--- config.mk ---
export PLATFORM = sky130hd
export DESIGN_NAME = ddr_out_serializer
export DESIGN_NICKNAME = d
export VERILOG_FILES = /design/src/rtl/ddr_out_serializer.sv
export SDC_FILE = /design/constraint.sdc
export NUM_CORES = 1
export LEC_CHECK = 0
export ABC_AREA = 1
export BUFFER_PORTS_ARGS = -buffer_cell sky130_fd_sc_hd__buf_2
export CORE_MARGIN = 1
export CORE_UTILIZATION = 35
export DETAILED_ROUTE_END_ITERATION = 10
export MAX_ROUTING_LAYER = met4
export PLACE_DENSITY = 0.62
export SLEW_MARGIN = 20
export SYNTH_ARGS = -nofsm -noshare
export SYNTH_HDL_FRONTEND = slang
export SYNTH_SLANG_ARGS = --single-unit
export TNS_END_PERCENT = 30
--- constraint.sdc ---
create_clock -name clk -period 2.3 [get_ports clk]
set_input_delay 0.46 -clock clk [delete_from_list [all_inputs] [get_ports clk]]
set_output_delay 0.46 -clock clk [all_outputs]
set_load 0.01 [all_outputs]
--- src/rtl/ddr_out_serializer.sv ---
// DDR output serializer: words queue in a FIFO, then each is shifted out two bits
// per ce-cycle per channel on d0/d1, with q muxing them by clk for the pad.
module ddr_out_serializer #(
  parameter int unsigned WIDTH     = 8,
  parameter int unsigned CHANNELS  = 1,
  parameter int unsigned DEPTH     = 4,
  parameter bit          IDLE      = 1'b0,
  parameter bit          MSB_FIRST = 1'b1
) (
  input  logic                         clk,
  input  logic                         reset,
  input  logic                         ce,
  input  logic                         in_valid,
  output logic                         in_ready,
  input  logic [CHANNELS*WIDTH-1:0]    in_data,
  input  logic                         in_last,
  output logic [CHANNELS-1:0]          d0,
  output logic [CHANNELS-1:0]          d1,
  output logic [CHANNELS-1:0]          q,
  output logic                         busy,
  output logic [$clog2(DEPTH):0]       level,
  output logic                         underrun
);

  localparam int unsigned AW    = $clog2(DEPTH);
  localparam int unsigned DW    = CHANNELS * WIDTH;
  localparam int unsigned BEATS = WIDTH / 2;
  localparam int unsigned BW    = (BEATS > 1) ? $clog2(BEATS) : 1;
  localparam logic [BW-1:0] BEAT_LAST = BW'(BEATS - 1);
  localparam logic [AW:0]   FULL_CNT  = (AW + 1)'(DEPTH);
  localparam logic [CHANNELS-1:0] IDLE_VEC = {CHANNELS{IDLE}};

  typedef enum logic {
    S_IDLE,
    S_SHIFT
  } state_t;

  // FIFO storage and pointers
  logic [DW:0]     mem_q [DEPTH];
  logic [AW-1:0]   wr_ptr_q, wr_ptr_d;
  logic [AW-1:0]   rd_ptr_q, rd_ptr_d;
  logic [AW:0]     count_q, count_d;

  // Shifter state
  state_t          state_q, state_d;
  logic [BW-1:0]   beat_q, beat_d;
  logic [DW-1:0]   sr_q, sr_d;
  logic            last_q, last_d;
  logic [CHANNELS-1:0] d0_q, d0_d;
  logic [CHANNELS-1:0] d1_q, d1_d;
  logic            underrun_q, underrun_d;

  logic            push, pop, empty, full;
  logic [DW:0]     fifo_head;
  logic [DW-1:0]   fifo_word, fifo_rest, sr_rest;
  logic            fifo_last;
  logic [CHANNELS-1:0] fifo_h0, fifo_h1, sr_h0, sr_h1;

  assign empty     = (count_q == '0);
  assign full      = (count_q == FULL_CNT);
  assign in_ready  = ~full & ~reset;
  assign push      = in_valid & in_ready;
  assign fifo_head = mem_q[rd_ptr_q];
  assign fifo_word = fifo_head[DW-1:0];
  assign fifo_last = fifo_head[DW];

  // Per-lane pair extraction: sr_q always holds the not-yet-shown pairs at the
  // leading end of each lane, so only constant bit positions are ever read.
  for (genvar c = 0; c < CHANNELS; c++) begin : g_lane
    logic [WIDTH-1:0] f_lane, s_lane;
    assign f_lane = fifo_word[c*WIDTH +: WIDTH];
    assign s_lane = sr_q[c*WIDTH +: WIDTH];
    if (MSB_FIRST) begin : g_msb
      assign fifo_h0[c] = f_lane[WIDTH-1];
      assign fifo_h1[c] = f_lane[WIDTH-2];
      assign sr_h0[c]   = s_lane[WIDTH-1];
      assign sr_h1[c]   = s_lane[WIDTH-2];
      assign fifo_rest[c*WIDTH +: WIDTH] = f_lane << 2;
      assign sr_rest[c*WIDTH +: WIDTH]   = s_lane << 2;
    end else begin : g_lsb
      assign fifo_h0[c] = f_lane[0];
      assign fifo_h1[c] = f_lane[1];
      assign sr_h0[c]   = s_lane[0];
      assign sr_h1[c]   = s_lane[1];
      assign fifo_rest[c*WIDTH +: WIDTH] = f_lane >> 2;
      assign sr_rest[c*WIDTH +: WIDTH]   = s_lane >> 2;
    end
  end

  always_comb begin
    state_d    = state_q;
    beat_d     = beat_q;
    sr_d       = sr_q;
    last_d     = last_q;
    d0_d       = d0_q;
    d1_d       = d1_q;
    underrun_d = underrun_q;
    pop        = 1'b0;

    if (ce) begin
      if (state_q == S_IDLE || beat_q == BEAT_LAST) begin
        if (!empty) begin
          pop     = 1'b1;
          state_d = S_SHIFT;
          beat_d  = '0;
          sr_d    = fifo_rest;
          last_d  = fifo_last;
          d0_d    = fifo_h0;
          d1_d    = fifo_h1;
        end else if (state_q == S_SHIFT) begin
          state_d = S_IDLE;
          beat_d  = '0;
          d0_d    = IDLE_VEC;
          d1_d    = IDLE_VEC;
          if (!last_q) begin
            underrun_d = 1'b1;
          end
        end
      end else begin
        beat_d = beat_q + 1'b1;
        sr_d   = sr_rest;
        d0_d   = sr_h0;
        d1_d   = sr_h1;
      end
    end
  end

  always_comb begin
    wr_ptr_d = wr_ptr_q;
    rd_ptr_d = rd_ptr_q;
    count_d  = count_q;
    if (push) begin
      wr_ptr_d = wr_ptr_q + 1'b1;
    end
    if (pop) begin
      rd_ptr_d = rd_ptr_q + 1'b1;
    end
    unique case ({push, pop})
      2'b10:   count_d = count_q + 1'b1;
      2'b01:   count_d = count_q - 1'b1;
      default: count_d = count_q;
    endcase
  end

  always_ff @(posedge clk) begin
    if (push) begin
      mem_q[wr_ptr_q] <= {in_last, in_data};
    end
  end

  always_ff @(posedge clk) begin
    if (reset) begin
      wr_ptr_q   <= '0;
      rd_ptr_q   <= '0;
      count_q    <= '0;
      state_q    <= S_IDLE;
      beat_q     <= '0;
      sr_q       <= '0;
      last_q     <= 1'b0;
      d0_q       <= IDLE_VEC;
      d1_q       <= IDLE_VEC;
      underrun_q <= 1'b0;
    end else begin
      wr_ptr_q   <= wr_ptr_d;
      rd_ptr_q   <= rd_ptr_d;
      count_q    <= count_d;
      state_q    <= state_d;
      beat_q     <= beat_d;
      sr_q       <= sr_d;
      last_q     <= last_d;
      d0_q       <= d0_d;
      d1_q       <= d1_d;
      underrun_q <= underrun_d;
    end
  end

  assign d0       = d0_q;
  assign d1       = d1_q;
  assign q        = clk ? d0_q : d1_q;
  assign busy     = (state_q == S_SHIFT);
  assign level    = count_q;
  assign underrun = underrun_q;

endmodule

# ---- Yosys cells after proc, flatten, opt, wreduce, memory -nomap -nowiden
# Memory sizes are Yosys's and may differ from the RTL's. A register that Yosys moved wholly into a read port is not among the register bits.
# Cells that the tools add are included.
dict set report word_totals {
  register_bits 22
  mem_bits_rw 36
  in_bits 13
  output_inout_bits 9
  elab_cells 56
  mem_count 1
}
dict set report op_classes {
  n_addsub 5
  n_eq_ne 6
  mux 19
  bitwise 7
  reduce_logical 8
}
# name words word_bits read_ports rd_ports_with_merged_regs wr line_no
set memory_table {}
lappend memory_table {mem_q 4 9 1 1 1 39} ;# logic [DW:0] mem_q [DEPTH];
# operator count
set ops {}
lappend ops {{two-way mux 8 bit} 2}
lappend ops {{two-way mux 1 bit} 11}
lappend ops {{two-way mux 2 bit} 5}
lappend ops {{adder 2 x 1 -> 2 bit (second input constant)} 3}
lappend ops {{one-hot mux 3 bit (2 select lines)} 1}
lappend ops {{AND reduction 2 bit} 3}
lappend ops {{NOT 1 bit} 5}
lappend ops {{AND reduction 5 bit} 1}
lappend ops {{== test 2 bit (second input constant)} 2}
lappend ops {{adder 3 x 1 -> 3 bit (second input constant)} 1}
lappend ops {{== test 3 bit (second input constant)} 1}
lappend ops {{logical NOT 3 bit} 1}
lappend ops {{inequality test 3 bit (second input constant)} 1}
lappend ops {{AND reduction 3 bit} 1}
lappend ops {{subtractor 3 x 1 -> 3 bit (second input constant)} 1}
lappend ops {{bitwise AND 1 bit} 2}
lappend ops {{== test 2 x 1 -> 1 bit (second input constant)} 1}
lappend ops {{inequality test 2 bit (second input constant)} 1}
lappend ops {{nonzero test 2 bit} 1}
lappend ops {{logical OR 1 bit} 1}

# ---- Logic depth before layout (Yosys ltp)
dict set report logic_depth {
  depth_word 6
  depth_mapped 13
  mapped_depth_nobuf 13
}

==> load_flow_metrics.sql <==
INSERT INTO impl_metrics (metric_group, metric, value, unit) VALUES
('run_status', 'outcome', 'completed', ''),
('global_routing', 'first_pass_grt_wire_length', '8620', 'um'),
('synthesis', 'yosysTopAreaCellShare', '41.9', '%'),
('critical_path', 'critPathSlowestCell', 'sky130_fd_sc_hd__o21ai_0', ''),
('detailed_routing', 'vias_per_cell', '4.46', ''),
('die', 'die_width', '87.8', 'um'),
('timing', 'finalHoldViolations', '0', ''),
('global_routing', 'grt_start_max_net_pins', '15', ''),
('critical_path', 'r2r-end', 'level[2]', ''),
('timing', 'grt_setup_unrepaired', 'false', ''),
('global_routing', 'via_count_of_the_first_global_routing_pass', '1832', ''),
('synthesis', 'syn_inst', '284', ''),
('pwr', 'net-switching-power', '1210', 'uW'),
('die', 'io_pins', '22', ''),
('timing', 'setup_viol_count_final', '0', ''),
('critical_path', 'setup.worst_path.end', 'q', ''),
('synthesis', 'cell_types_with_the_largest_area_share_after_synthesis', 'sky130_fd_sc_hd__edfxtp_1 42%, sky130_fd_sc_hd__dfxtp_1 17%, sky130_fd_sc_hd__nand2_1 11%', ''),
('die', 'start_util', '37.1', '%'),
('detailed_routing', 'routed-via-count', '1890', ''),
('timing', 'timing.slew.headroom', '72.5', '%'),
('critical_path', 'timing.critical_path.arrival', '1690', 'ps'),
('global_routing', 'globalRouteTotalUtil', '16.3', '%'),
('clocking', 'cts_tree', 'done', ''),
('synthesis', 'avgSynthCellArea', '9.08', 'um^2'),
('critical_path', 'critical_path.cell_chain', 'clkbuf_8, clkbuf_8, o21ai_0, buf_2', ''),
('timing', 'slew_of_the_pin_with_the_lowest_slew_margin', '412', 'ps'),
('detailed_routing', 'drt_drc_violations_left', '0', ''),
('detailed_routing', 'first_iter_violations', '98', ''),
('layout', 'nNetsFinal', '342', ''),
('critical_path', 'r2r_setup_slack', '220', 'ps'),
('synthesis', 'synth-seq-cells', '58', ''),
('pwr', 'irDropWorstVdd', '0.528', 'mV'),
('critical_path', 'critPathTopFamily', 'buffers and inverters', ''),
('critical_path', 'critical_path_depth_in_cells', '4', ''),
('min_path', 'min_from', 'in_data[7]', ''),
('placement', 'globalplace.congestion', '0.739', ''),
('min_path', 'timing.hold.worst.class', 'primary input to register', ''),
('global_routing', 'antenna_violations_before_repair', '0', ''),
('detailed_routing', 'wirelength', '5040', 'um'),
('critical_path', 'critPathMaxFanout', '2', ''),
('layout', 'final_layout_size_suffix_gt1_share', '18.0', '%'),
('pwr', 'power.density_cell_area', '1140', 'nW/um^2'),
('pwr', 'power', '3480', 'uW'),
('critical_path', 'critical-path-top-cell-by-count', 'sky130_fd_sc_hd__clkbuf_8', ''),
('synthesis', 'synth_cell_types', '22', ''),
('clocking', 'cts-hold-fix-buffers', '0', ''),
('critical_path', 'crit_end_category', 'output port', ''),
('critical_path', 'crit_start', 'clk', ''),
('clocking', 'clkSlewWorstSetupHoldPaths', '60', 'ps'),
('die', 'rows', '30', ''),
('detailed_routing', 'route.antenna.remaining_nets', '0', ''),
('synthesis', 'sequential_element_share_of_the_synthesized_area', '59.0', '%'),
('placement', 'hpwlAfterDp', '3450', 'um'),
('synthesis', 'syn-cell-area', '2580', 'um^2'),
('die', 'fp.coreArea', '6940', 'um^2'),
('pwr', 'seqPwrFrac', '39.5', '%'),
('flow_run', 'number_of_maximum_capacitance_violations', '0', ''),
('pwr', 'power_share_of_the_clock_group', '31.6', '%'),
('global_routing', 'global_route.overflow_total', '0', ''),
('pwr', 'power.leakage', '0.00135', 'uW'),
('timing', 'setup_total_negative_slack', '0', 'ps'),
('pwr', 'power.internal', '2270', 'uW'),
('detailed_routing', 'detailedRoute.firstPassIterationCount', '4', ''),
('placement', 'pre_cts_slack', '126', 'ps'),
('layout', 'area_delta_synth_final', '18.9', '%'),
('critical_path', 'path_buf_inv', '3', ''),
('critical_path', 'wp_data_required', '1840', 'ps'),
('placement', 'placement.io_buffers', '21', ''),
('layout', 'antenna_cells_inserted', '0', ''),
('timing', 'clock_skew', '7.29', 'ps'),
('critical_path', 'critPathLaunchType', 'clock port', '');
## worst reg2reg max path, stage by stage, from the launching register on
cell,delay (ps)
sky130_fd_sc_hd__dfxtp_1,350
sky130_fd_sc_hd__ha_1,210
sky130_fd_sc_hd__inv_2,60
sky130_fd_sc_hd__nand2_4,110
sky130_fd_sc_hd__nand2_2,100
sky130_fd_sc_hd__nor2_4,120
sky130_fd_sc_hd__ha_1,180
sky130_fd_sc_hd__inv_1,70
sky130_fd_sc_hd__fa_1,380
sky130_fd_sc_hd__nand2_1,100
sky130_fd_sc_hd__nand3_1,110
sky130_fd_sc_hd__o21ai_1,140
sky130_fd_sc_hd__a21oi_1,50
## synth_stat cells (all sizes together)
cell / number
nor2: 45
xor2: 1
ha: 6
fa: 1
buf: 6
inv: 40
a21oi: 13
nand3: 26
nand2: 80
edfxtp: 36
o21ai: 8
dfxtp: 22
## worst min-delay path by stage
stage,to,slack (ps),depth (start not counted)
2_1_floorplan,g_lane[0].s_lane[2],460,2
5_1_grt,mem_q[2][0],220,1
3_3_place_gp,underrun,450,2
4_1_cts,mem_q[2][1],220,1
3_5_place_dp,underrun,460,2
6_report,mem_q[0][7],240,1
## state kept, by name, indices dropped and copies added, names as in the netlist, named ones only
signal	cells
d0	1
d1	1
wr_ptr_q	2
beat_q	2
mem_q	36
level	3
last_q	1
busy	1
rd_ptr_q	2
g_lane.s_lane	6
underrun	1
## per-layer routing
layer / vias to the layer above / global-route usage (%) / routed length [um]
met5: - / - / 0
met2: 38 / 23.3 / 2450
met1: 870 / 19.1 / 2330
li1: 978 / - / -
met4: 0 / 8.64 / 28
met3: 4 / 7.16 / 229
## power by group through the flow
stage	sequential [uW]	clock, uW	combinational (uW)
5_1_grt	1400	1200	1160
6_report	1380	1100	1000
3_5_place_dp	1400	21.7	980
3_3_place_gp	1390	21.7	958
4_1_cts	1380	1140	986
2_1_floorplan	1390	12.8	742
## what timing repair did
action	CTS	global route
buffers inserted	0	2
setup endpoints to repair	0	1
resized for setup	0	1
## placed cells by master, fill, tap and decap left out
master and instances:
sky130_fd_sc_hd__o21ai_1 1, sky130_fd_sc_hd__a21oi_1 11, sky130_fd_sc_hd__nor2_1 42, sky130_fd_sc_hd__inv_2 3, sky130_fd_sc_hd__nor2_4 2, sky130_fd_sc_hd__nand3_2 2
sky130_fd_sc_hd__clkbuf_1 2, sky130_fd_sc_hd__inv_1 37, sky130_fd_sc_hd__bufinv_16 1, sky130_fd_sc_hd__clkbuf_8 13, sky130_fd_sc_hd__nand2_1 78, sky130_fd_sc_hd__nand3_4 1
sky130_fd_sc_hd__ha_1 6, sky130_fd_sc_hd__clkinv_1 2, sky130_fd_sc_hd__buf_2 21, sky130_fd_sc_hd__buf_4 8, sky130_fd_sc_hd__o21ai_0 7, sky130_fd_sc_hd__dfxtp_1 22
sky130_fd_sc_hd__nand2_4 1, sky130_fd_sc_hd__a21oi_2 2, sky130_fd_sc_hd__clkinv_2 1, sky130_fd_sc_hd__nor2_2 1, sky130_fd_sc_hd__xor2_1 1, sky130_fd_sc_hd__edfxtp_1 36
sky130_fd_sc_hd__nand3_1 23, sky130_fd_sc_hd__clkinvlp_4 2, sky130_fd_sc_hd__fa_1 1, sky130_fd_sc_hd__nand2_2 1
## cell families (layout without fill, tap and decap cells)
family / count (synthesis) / in the layout / share of synthesized area, %
buffers and inverters: 46 / 90 / 7.42
AND/OR/NAND/NOR: 151 / 151 / 25.2
adder cells (fa/ha/maj): 7 / 7 / 3.69
flip-flops: 58 / 58 / 59.0
XOR/XNOR: 1 / 1 / 0.340
AO/OA/AOI/OAI: 21 / 21 / 4.37
## area by class of cell
cell class                      instances  area [um^2]
Sequential cell                        58         1520
Inverter                               40          150
Timing Repair Buffer                   28          160
Multi-Input combinational cell        180          866
Clock inverter                          6         57.6
Clock buffer                           16          191
Fill cell                             696         3880
Tap cell                               96          120
## per-stage QoR
| stage | area (um^2) | hold WS (ps) | std cells | util [%] |
|---|---|---|---|---|
| floorplan | 2580 | 457 | 284 | - |
| global placement | 2810 | 454 | 401 | 40.4 |
| detailed placement | 2810 | 458 | 401 | 40.4 |
| CTS | 3050 | 221 | 422 | 43.9 |
| global route | 3070 | 218 | 424 | 44.2 |
| finish | 3070 | 237 | 424 | 44.2 |
Power figures use the tool's default switching activity.
